### src/rtl/onectr_seq_multimode.sv
// -----------------------------------------------------------------------------
// onectr_seq_multimode
//
// Sequential bit-counting engine. An INPUTSIZE-bit operand is scanned STEP bits
// per cycle, LSB-first, and one of four counts is accumulated:
//   mode 00 : number of ones
//   mode 01 : number of zeros
//   mode 10 : leading zeros (operand is bit-reversed on capture, so the scan
//             is still LSB-first)
//   mode 11 : trailing zeros
//
// Flow: IDLE (ready_o=1) -> RUN (INPUTSIZE/STEP cycles) -> DONE (done_o pulse)
// -> IDLE. start_i during RUN/DONE is ignored.
//
// Optional feature: define ONECTR_EARLY_EXIT_EN to let RUN finish as soon as
// the result can no longer change (mode 00: remaining bits all zero; modes
// 10/11: first set bit found). Results are identical either way; only the
// latency and cycles_o differ.
//
// Ports
//   clk       in   clock, rising edge
//   rst       in   synchronous active-high reset, priority over everything
//   start_i   in   operation request, sampled only while ready_o=1
//   mode_i    in   count select, sampled with start_i
//   InPort    in   operand, sampled with start_i
//   ready_o   out  high in IDLE
//   done_o    out  one-cycle pulse, OutPort/cycles_o valid
//   OutPort   out  count result, held until the next done_o
//   cycles_o  out  RUN cycles used by the last operation
// -----------------------------------------------------------------------------
module onectr_seq_multimode #(
  parameter int INPUTSIZE = 64,
  parameter int STEP      = 4
) (
  input  logic                                             clk,
  input  logic                                             rst,
  input  logic                                             start_i,
  input  logic [1:0]                                       mode_i,
  input  logic [INPUTSIZE-1:0]                             InPort,
  output logic                                             ready_o,
  output logic                                             done_o,
  output logic [$clog2(INPUTSIZE+1)-1:0]                   OutPort,
  output logic [$clog2((INPUTSIZE/STEP)+1)-1:0]            cycles_o
);

  localparam int N  = INPUTSIZE / STEP;
  localparam int OW = $clog2(INPUTSIZE + 1);
  localparam int CW = $clog2(N + 1);

  typedef enum logic [1:0] {
    S_IDLE,
    S_RUN,
    S_DONE
  } state_e;

  typedef enum logic [1:0] {
    M_ONES  = 2'b00,
    M_ZEROS = 2'b01,
    M_LZ    = 2'b10,
    M_TZ    = 2'b11
  } mode_e;

  // Number of set bits in one chunk.
  function automatic logic [OW-1:0] chunk_popcount(input logic [STEP-1:0] c);
    logic [OW-1:0] n;
    n = '0;
    for (int i = 0; i < STEP; i++) begin
      n = n + OW'(c[i]);
    end
    return n;
  endfunction

  // Trailing zeros of one chunk; an all-zero chunk counts as STEP.
  function automatic logic [OW-1:0] chunk_tz(input logic [STEP-1:0] c);
    logic [OW-1:0] n;
    n = OW'(STEP);
    // Scanning downwards leaves the lowest set bit's index as the answer.
    for (int i = STEP - 1; i >= 0; i--) begin
      if (c[i]) begin
        n = OW'(i);
      end
    end
    return n;
  endfunction

  state_e                 state_q, state_d;
  mode_e                  mode_q,  mode_d;
  logic [INPUTSIZE-1:0]   shreg_q, shreg_d;
  logic [OW-1:0]          acc_q,   acc_d;
  logic [CW-1:0]          cnt_q,   cnt_d;
  logic                   stop_q,  stop_d;
  logic [OW-1:0]          out_q,   out_d;
  logic [CW-1:0]          cycles_q, cycles_d;

  logic [INPUTSIZE-1:0]   in_rev;
  logic [STEP-1:0]        chunk;
  logic [OW-1:0]          contrib;
  logic                   zero_scan;
  logic                   early;
`ifdef ONECTR_EARLY_EXIT_EN
  logic [INPUTSIZE-1:0]   rest;
`endif

  // Leading-zero mode is turned into a trailing-zero scan by reversing bits.
  always_comb begin
    for (int i = 0; i < INPUTSIZE; i++) begin
      in_rev[i] = InPort[INPUTSIZE-1-i];
    end
  end

  assign chunk     = shreg_q[STEP-1:0];
  assign zero_scan = (mode_q == M_LZ) || (mode_q == M_TZ);

  always_comb begin
    // NOTE: every signal written here gets a default first; a path that leaves
    // one unassigned would infer a latch.
    state_d  = state_q;
    mode_d   = mode_q;
    shreg_d  = shreg_q;
    acc_d    = acc_q;
    cnt_d    = cnt_q;
    stop_d   = stop_q;
    out_d    = out_q;
    cycles_d = cycles_q;
    contrib  = '0;
    early    = 1'b0;
`ifdef ONECTR_EARLY_EXIT_EN
    rest     = shreg_q >> STEP;
`endif

    case (state_q)
      S_IDLE: begin
        if (start_i) begin
          shreg_d = (mode_i == 2'b10) ? in_rev : InPort;
          mode_d  = mode_e'(mode_i);
          acc_d   = '0;
          cnt_d   = '0;
          stop_d  = 1'b0;
          state_d = S_RUN;
        end
      end

      S_RUN: begin
        case (mode_q)
          M_ONES:  contrib = chunk_popcount(chunk);
          M_ZEROS: contrib = OW'(STEP) - chunk_popcount(chunk);
          default: begin
            // Once the first set bit is seen the count is frozen.
            if (!stop_q) begin
              contrib = chunk_tz(chunk);
            end
          end
        endcase

        if (zero_scan && !stop_q && (chunk != '0)) begin
          stop_d = 1'b1;
        end

        acc_d   = acc_q + contrib;
        shreg_d = shreg_q >> STEP;
        cnt_d   = cnt_q + 1'b1;

`ifdef ONECTR_EARLY_EXIT_EN
        early = ((mode_q == M_ONES) && (rest == '0)) ||
                (zero_scan && !stop_q && (chunk != '0));
`endif

        if ((cnt_q == CW'(N - 1)) || early) begin
          out_d    = acc_d;
          cycles_d = cnt_q + 1'b1;
          state_d  = S_DONE;
        end
      end

      S_DONE: begin
        state_d = S_IDLE;
      end

      default: begin
        state_d = S_IDLE;
      end
    endcase
  end

  // NOTE: sequential state uses non-blocking assignments so every register
  // samples the pre-edge values regardless of statement order.
  always_ff @(posedge clk) begin
    if (rst) begin
      state_q  <= S_IDLE;
      acc_q    <= '0;
      cnt_q    <= '0;
      stop_q   <= 1'b0;
      out_q    <= '0;
      cycles_q <= '0;
    end else begin
      state_q  <= state_d;
      acc_q    <= acc_d;
      cnt_q    <= cnt_d;
      stop_q   <= stop_d;
      out_q    <= out_d;
      cycles_q <= cycles_d;
    end
  end

  // NOTE: the operand shift register and mode are pure datapath, always
  // loaded on start before they are read, so they carry no reset.
  always_ff @(posedge clk) begin
    shreg_q <= shreg_d;
    mode_q  <= mode_d;
  end

  assign ready_o  = (state_q == S_IDLE);
  assign done_o   = (state_q == S_DONE);
  assign OutPort  = out_q;
  assign cycles_o = cycles_q;

endmodule

### config.mk
export PLATFORM = sky130hd
export DESIGN_NAME = onectr_seq_multimode
export DESIGN_NICKNAME = d
export VERILOG_FILES = /design/src/rtl/onectr_seq_multimode.sv
export SDC_FILE = /design/constraint.sdc
export NUM_CORES = 1
export LEC_CHECK = 0
export CELL_PAD_IN_SITES_DETAIL_PLACEMENT = 1
export CELL_PAD_IN_SITES_GLOBAL_PLACEMENT = 2
export CORE_AREA = 3 3 132 134
export CTS_CLUSTER_SIZE = 12
export DETAILED_ROUTE_END_ITERATION = 10
export DIE_AREA = 0 0 135 137
export PLACE_DENSITY = 0.85
export SLEW_MARGIN = 20
export SYNTH_ARGS = -nofsm -noshare
export SYNTH_HDL_FRONTEND = slang
export SYNTH_SLANG_ARGS = --single-unit
### constraint.sdc
create_clock -name clk -period 3.4 [get_ports clk]
set_input_delay 0.68 -clock clk [delete_from_list [all_inputs] [get_ports clk]]
set_output_delay 0.68 -clock clk [all_outputs]
set_load 0.01 [all_outputs]
==> metrics.md, run 1 <==
| Metric | Value |
|---|---|
| Data arrival, critical path | `roughly 3.8 ns` |
| Clock share of power | `about 36%` |
| Skew final | `between 0.006 and 0.007 ns` |
| Rows | `47` |
| Vias in the first global route | `4,324` |
| Final GP Congestion | `0.777` |
| # H-tree levels | `3` |
| Via count | `slightly above 4,000` |
| Top-area cell type share of the netlist area | `between 40% and 50%` |
| Ports | `83` |
| Top cell by count, worst path | `ha_4` |
| Initial antenna violation count | `0` |
| Status | `complete, but fails checks` |
| Leak pwr | `about 0.0024 uW` |
| Layout Nets | `between 600 and 700` |
| Clk root buf | `clkbuf_16` |
| Post-Syn Area | `about 0.0047 sq mm` |
| TNS Setup | `-0.410 ns` |
| Pint | `~2300 uW` |
| Largest net degree at the start of global routing | `between 80 and 90` |
| Area leader, netlist | `edfxtp_1` |
| Max clock buf depth | `2` |
| Syn_area_per_cell | `between 8 and 9 sq um` |
| CP Max Fanout | `3` |
| Worst hold path class | `reg2reg` |
| Die width | `135 um` |
| Die area | `~0.018 sq mm` |
| Most common cell in the synthesized netlist | `nand2_1` |
| Slew headroom | `37.2%` |
| Cell variety after synth | `41` |
| Pwr Density | `487 mW/mm^2` |
| Clock Pin Slew Worst Setup and Hold Paths | `0.07 ns` |
| CP peak stage delay | `approximately 0.57 ns` |
| Hold Crit Depth | `2` |
| Critical path launch point type | `flop` |
| Slowest CP cell | `fa_1` |
| Critical Setup Path Class | `reg2reg` |
| Final setup viols | `5` |
| Initial DRC count | `between 200 and 250` |
| Sequential area share after synthesis | `between 50% and 60%` |
| Pre-CTS WS | `-0.237 ns` |
| Final std cell area, no fill | `between 0.006 and 0.007 sq mm` |
| Sequential Power Share | `between 40% and 50%` |
| Final Cycle Share | `104%` |
| Synth warn | `0` |
| Min cycle time layout | `around 3.5 ns` |
| Worst Path Required | `between 3 and 4 ns` |
| Number of clock sinks | `93` |
| RSZ-0062 raised after global routing | `true` |
| CTS tree | `built` |
| Remaining DRCs | `0` |
| Vias per cell | `approximately 5.0` |
| Combinational fraction of design power | `18.8%` |
| Detailed Place HPWL | `about 9200 um` |
| Sw frac | `around a quarter` |
| Die height | `between 100 and 150 um` |
| N_diodes | `0` |
| Reg2Reg Depth | `17` |
| Top cells by count, synth | `152 x nand2_1, 79 x nor2_1, 66 x edfxtp_1, 61 x a31oi_1, 32 x clkbuf_1` |
| Area after DPL | `about 0.006 sq mm` |
| Total gr overflow | `0` |
| Post-Route WL | `between 10,000 and 15,000 um` |
| Total power | `~3000 uW` |
| Clock latency on the worst-skew pair | `about 0.35 ns` |
| Post-synth EDFFs | `66` |
| Setup slack after layout | `-0.132 ns` |
| Fin. max-slew vios | `0` |
| Final Hold Viols | `0` |
| Routed wire length per instance | `approximately 16 um` |
| Crit end category | `flop` |
| Core area | `about 0.016 sq mm` |
| CP Cell Sequence | `fa_1, ha_2, ha_4, inv_4, ha_4, inv_2, ha_4, inv_2, mux2i_1, o32ai_2, ha_1, a21oi_2, buf_4, o21ai_1, a21oi_1, xnor3_1, a21oi_2` |
| Syn Nets | `roughly 620` |
| Detail Route Antenna Nets | `0` |
| Net switching power | `between 800 and 900 uW` |
| #FFs+latches synth | `a little over 90` |
| Inserted Clock Buffers | `9` |
| Max cap viols | `0` |
| PortBufs | `82` |
| Dominant synthesized flop cell | `edfxtp_1` |
| GRT Total Usage | `between 10% and 20%` |
| FFs w/ async S/R, synth | `0%` |
| Peak supply drop | `about 0.26 mV` |
| Fmax | `between 0.2 and 0.3 GHz` |
| First-pass GRT wire length | `~21,000 um` |
| Area Growth Syn to Fin | `33.1%` |
| Initial core utilization | `28.9%` |
| Layout cells sized above 1 | `9.28%` |
| Failing checks | `negative setup slack` |
| Slew at the pin closest to its max-slew limit | `~0.94 ns` |
| First-pass DRT Iterations | `4` |
| Syn Inst Count | `533` |
| Top post-synthesis cells by area | `edfxtp_1 42%, nand2_1 12%, dfxtp_1 11%` |
[cell type report]
type	instances	area (sq um)
multi-input combinational	390	2130
clock inverter	5	83.8
fill	1866	10100
sequential	93	2520
timing repair buffer	100	993
clock buffer	11	233
inverter	15	58.8
tap	220	275
[critical path: cells and delay by family, from the launching register on]
family / cells / cell delay, ns
mux: 1 / 0.15
buf+inv: 4 / 0.27
xor+xnor: 1 / 0.26
compound gates: 5 / 0.65
flops: 1 / 0.43
fa+ha+maj: 6 / 1.70
[layer usage]
layer,wire [um],up-vias,share of wire [%],track usage [%]
met4,159,0,1.2,3.81
met2,6830,76,51,26.3
met1,5740,2038,43,17.2
li1,-,2002,-,-
met3,587,18,4.4,3.68
met5,0,-,0,0
[metrics by stage]
step,cells,hold slack [ns],utilization [%]
final,834,0.454,38.4
after global placement,812,0.443,35.6
after detailed placement,812,0.451,35.6
after CTS,833,0.460,38.1
after global routing,834,0.485,38.4
after floorplan,533,0.452,-
[path summary, 6_finish.rpt]
path / slack (ns) / start / end
worst max-delay path: -0.13 / shreg_q[3] / OutPort[6]
worst min-delay path: 0.45 / OutPort[2] / OutPort[2]
worst max register to register: -0.13 / shreg_q[3] / OutPort[6]
worst min register to register: 0.45 / OutPort[2] / OutPort[2]
[power groups by stage]
stage          Combinational (uW)  Sequential [uW]  Clock [uW]
6_report                      575             1390        1100
3_5_place_dp                  512             1420           0
4_1_cts                       572             1390        1130
5_1_grt                       641             1410        1180
3_3_place_gp                  486             1420           0
2_1_floorplan                 298             1400           0
[state kept, by name, indices dropped and copies added, names as in the netlist]
| name | cells |
|---|---|
| shreg_q | 64 |
| OutPort | 7 |
| acc_q | 7 |
| cnt_q | 5 |
| cycles_o | 5 |
| mode_q | 2 |
| state_q | 2 |
| stop_q | 1 |
[cell usage in the layout (no fill, tap or decap), types with 3 or more instances in the layout]
| cell type | instances |
|---|---|
| and2_1 | 3 |
| nor2_1 | 78 |
| a31oi_1 | 61 |
| ha_4 | 3 |
| a21oi_1 | 22 |
| nor2b_1 | 3 |
| clkbuf_16 | 9 |
| o21ai_1 | 3 |
| a211oi_1 | 5 |
| mux2i_1 | 3 |
| ha_1 | 9 |
| dfxtp_1 | 27 |
| buf_12 | 3 |
| nand3_1 | 6 |
| a22oi_1 | 3 |
| nand2_1 | 152 |
| inv_2 | 4 |
| edfxtp_1 | 66 |
| clkdlybuf4s50_1 | 82 |
| inv_1 | 10 |
| buf_4 | 15 |
[cells by family after synthesis]
group	Yosys count	share of synthesized area (%)
and+or+nand+nor	257	22.1
muxes	3	0.634
AOI/OAI and AO/OA	108	14.1
adders and majority gates	15	4.28
buffers and inverters	50	4.04
xor gates and xnor gates	7	1.59
DFF	93	53.3
[what timing repair did]
item,CTS,global route
pin swaps,15,6
setup endpoints to repair,4,9
hold buffers,0,0
gates cloned,0,0
gates resized for setup,14,6
buffers inserted,5,1
Note: power is estimated with default switching activity, not from simulation.
==> run 2, diff against run 1 <==
REMOVE_ABC_BUFFERS = 1   (was unset)
==> run 2 against run 1 <==
The flow still finishes with violations (negative setup slack). Flip-flop and latch count is the same. Sequential power is essentially flat. First-iteration DRC count shrank 2.5%. Final area shrank 0.20%. Maximum frequency grew 0.93%. Critical path depth shrank 1. Routed wire length is essentially flat. Cell count is the same. Clock power shrank 5%. Total power shrank 1.8%. Global-route usage shrank 0.29 points. Worst hold slack gained 0.0052 ns. Critical endpoint is now acc_q[6].
==> metrics.md, run 2 (synthesis results as in run 1) <==
| Metric | Value |
|---|---|
| Most common cell after layout, fill and taps aside | `nand2_1` |
| Die area | `around 0.018 sq mm` |
| CP startpoint | `shreg_q[1]` |
| Status | `complete, but fails checks` |
| Routed wire length per instance | `around 16 um` |
| Largest net degree at the start of global routing | `~80` |
| Detailed Place HPWL | `approximately 9000 um` |
| Leak pwr | `approximately 0.0024 uW` |
| # H-tree levels | `3` |
| CP Cell Sequence | `fa_1, ha_2, ha_4, inv_4, ha_4, inv_2, ha_4, inv_2, mux2i_1, o32ai_1, ha_1, a21oi_2, nor2_1, mux2i_1, or2_1, a221o_1` |
| First-pass DRT Iterations | `4` |
| Placed cells | `between 800 and 900` |
| Vias per cell | `between 4 and 5` |
| Peak supply drop | `between 0.2 and 0.25 mV` |
| RSZ-0062 raised after global routing | `true` |
| Pre-CTS WS | `-0.218 ns` |
| Slew at the pin closest to its max-slew limit | `around 0.87 ns` |
| Core area | `0.0164 sq mm` |
| Clock latency on the worst-skew pair | `around 0.35 ns` |
| Remaining DRCs | `0` |
| Data arrival, critical path | `3.73 ns` |
| First-pass GRT wire length | `about 21,000 um` |
| Detail Route Antenna Nets | `0` |
| Slew headroom | `between 40% and 50%` |
| Initial DRC count | `between 150 and 200` |
| Min cycle time layout | `around 3.5 ns` |
| Fin. max-slew vios | `0` |
| CTS tree | `built` |
| Area after DPL | `a little under 0.006 sq mm` |
| Area Growth Syn to Fin | `32.8%` |
| Max cap viols | `0` |
| Pwr Density | `around 480 mW/mm^2` |
| Failing checks | `negative setup slack` |
| Hold Startpoint | `OutPort[4]` |
| Crit end category | `flop` |
| Die height | `between 100 and 150 um` |
| Vias in the first global route | `4,217` |
| Final setup viols | `5` |
| Worst hold path class | `reg2reg` |
| Final std cell area, no fill | `0.00629 sq mm` |
| Critical path launch point type | `flop` |
| Fmax | `0.286 GHz` |
| Initial antenna violation count | `1` |
| Total gr overflow | `0` |
| Top cell by count, worst path | `ha_4` |
| Skew final | `0.00632 ns` |
| Layout cells sized above 1 | `a little under a tenth` |
| Initial core utilization | `28.9%` |
| N_diodes | `0` |
| Ports | `between 80 and 90` |
| Cts hold-fix bufs | `0` |
| Final Hold Viols | `0` |
| Most frequent cells in the layout | `152 x nand2_1, 82 x clkdlybuf4s50_1, 79 x nor2_1` |
| Max clock buf depth | `2` |
| Fin Hold WS | `between 0.4 and 0.5 ns` |
| PortBufs | `82` |
| CP peak stage delay | `roughly 0.61 ns` |
| Number of clock sinks | `a little over 90` |
| Critical Setup Path Class | `reg2reg` |
| Rows | `47` |
| Final GP Congestion | `0.762` |
| Setup slack after layout | `-0.0990 ns` |
| Final Cycle Share | `103%` |
| Final core occ | `38.3%` |
| Fill count | `about 1,900` |
| Inserted Clock Buffers | `9` |
| Die width | `135 um` |
| Reg-to-reg critical path startpoint | `shreg_q[1]` |
| Worst Path Required | `around 3.6 ns` |
| GRT Total Usage | `approximately 14%` |
| Layout Nets | `~690` |
| Non-Filler Instances | `between 800 and 900` |
| Register name with the most flops | `shreg_q` |
| Slowest CP cell | `fa_1` |
| Clk root buf | `clkbuf_16` |
| Via count | `between 4,000 and 5,000` |
| Max reg flops | `64` |
| CP Max Fanout | `2` |
| Post-Route WL | `13,300 um` |
| Clock Pin Slew Worst Setup and Hold Paths | `around 0.06 ns` |
## run 2: report_power, final
part           switching [uW]  internal [uW]  leakage, uW
combinational             313            258      0.00141
clock                     439            607     0.000153
sequential               42.9           1350     0.000875
## run 2: timing repair
action,CTS,global route
pin swaps,14,8
resized for setup,15,7
buffers inserted,2,1
gates cloned,0,0
setup endpoints to repair,6,8
## run 2: layer usage
metal | vias to the layer above | global-route usage, % | part of all wire [%]
li1 | 2003 | - | -
met1 | 2007 | 16.7 | 42
met2 | 87 | 25.7 | 51
met3 | 19 | 3.93 | 4.9
met4 | 2 | 3.70 | 1.3
met5 | - | 0 | 0.098
## run 2: layout make-up
cell class,count,area (sq um),share of cell area (%)
clock buffer,14,297,4.72
clock inverter,2,13.8,0.219
inverter,15,58.8,0.935
multi-input combinational,390,2140,34.0
sequential,93,2520,40.1
tap,220,275,4.38
timing repair buffer,100,981,15.6
## run 2: through the flow
step	TNS [ns]	total power [uW]
floorplan	-0.111	1700
global placement	-0.179	1890
detailed placement	-0.796	1930
CTS	-0.117	3030
global route	-1.66	3160
finish	-0.343	3010
## run 2: worst max-delay path, delay by kind of cell (launching register included)
family                     cells  cell delay (ns)
DFF                            1             0.42
muxes                          2             0.25
AOI/OAI and AO/OA              3             0.57
and+or+nand+nor                2             0.29
adders and majority gates      6             1.73
buffers and inverters          3             0.12
## run 2: worst paths after layout
path	to	slack [ns]	cells past startpoint
worst min register to register	OutPort[4]	0.46	2
worst max register to register	acc_q[6]	-0.1	16
worst max-delay path	acc_q[6]	-0.1	16
worst min-delay path	OutPort[4]	0.46	2
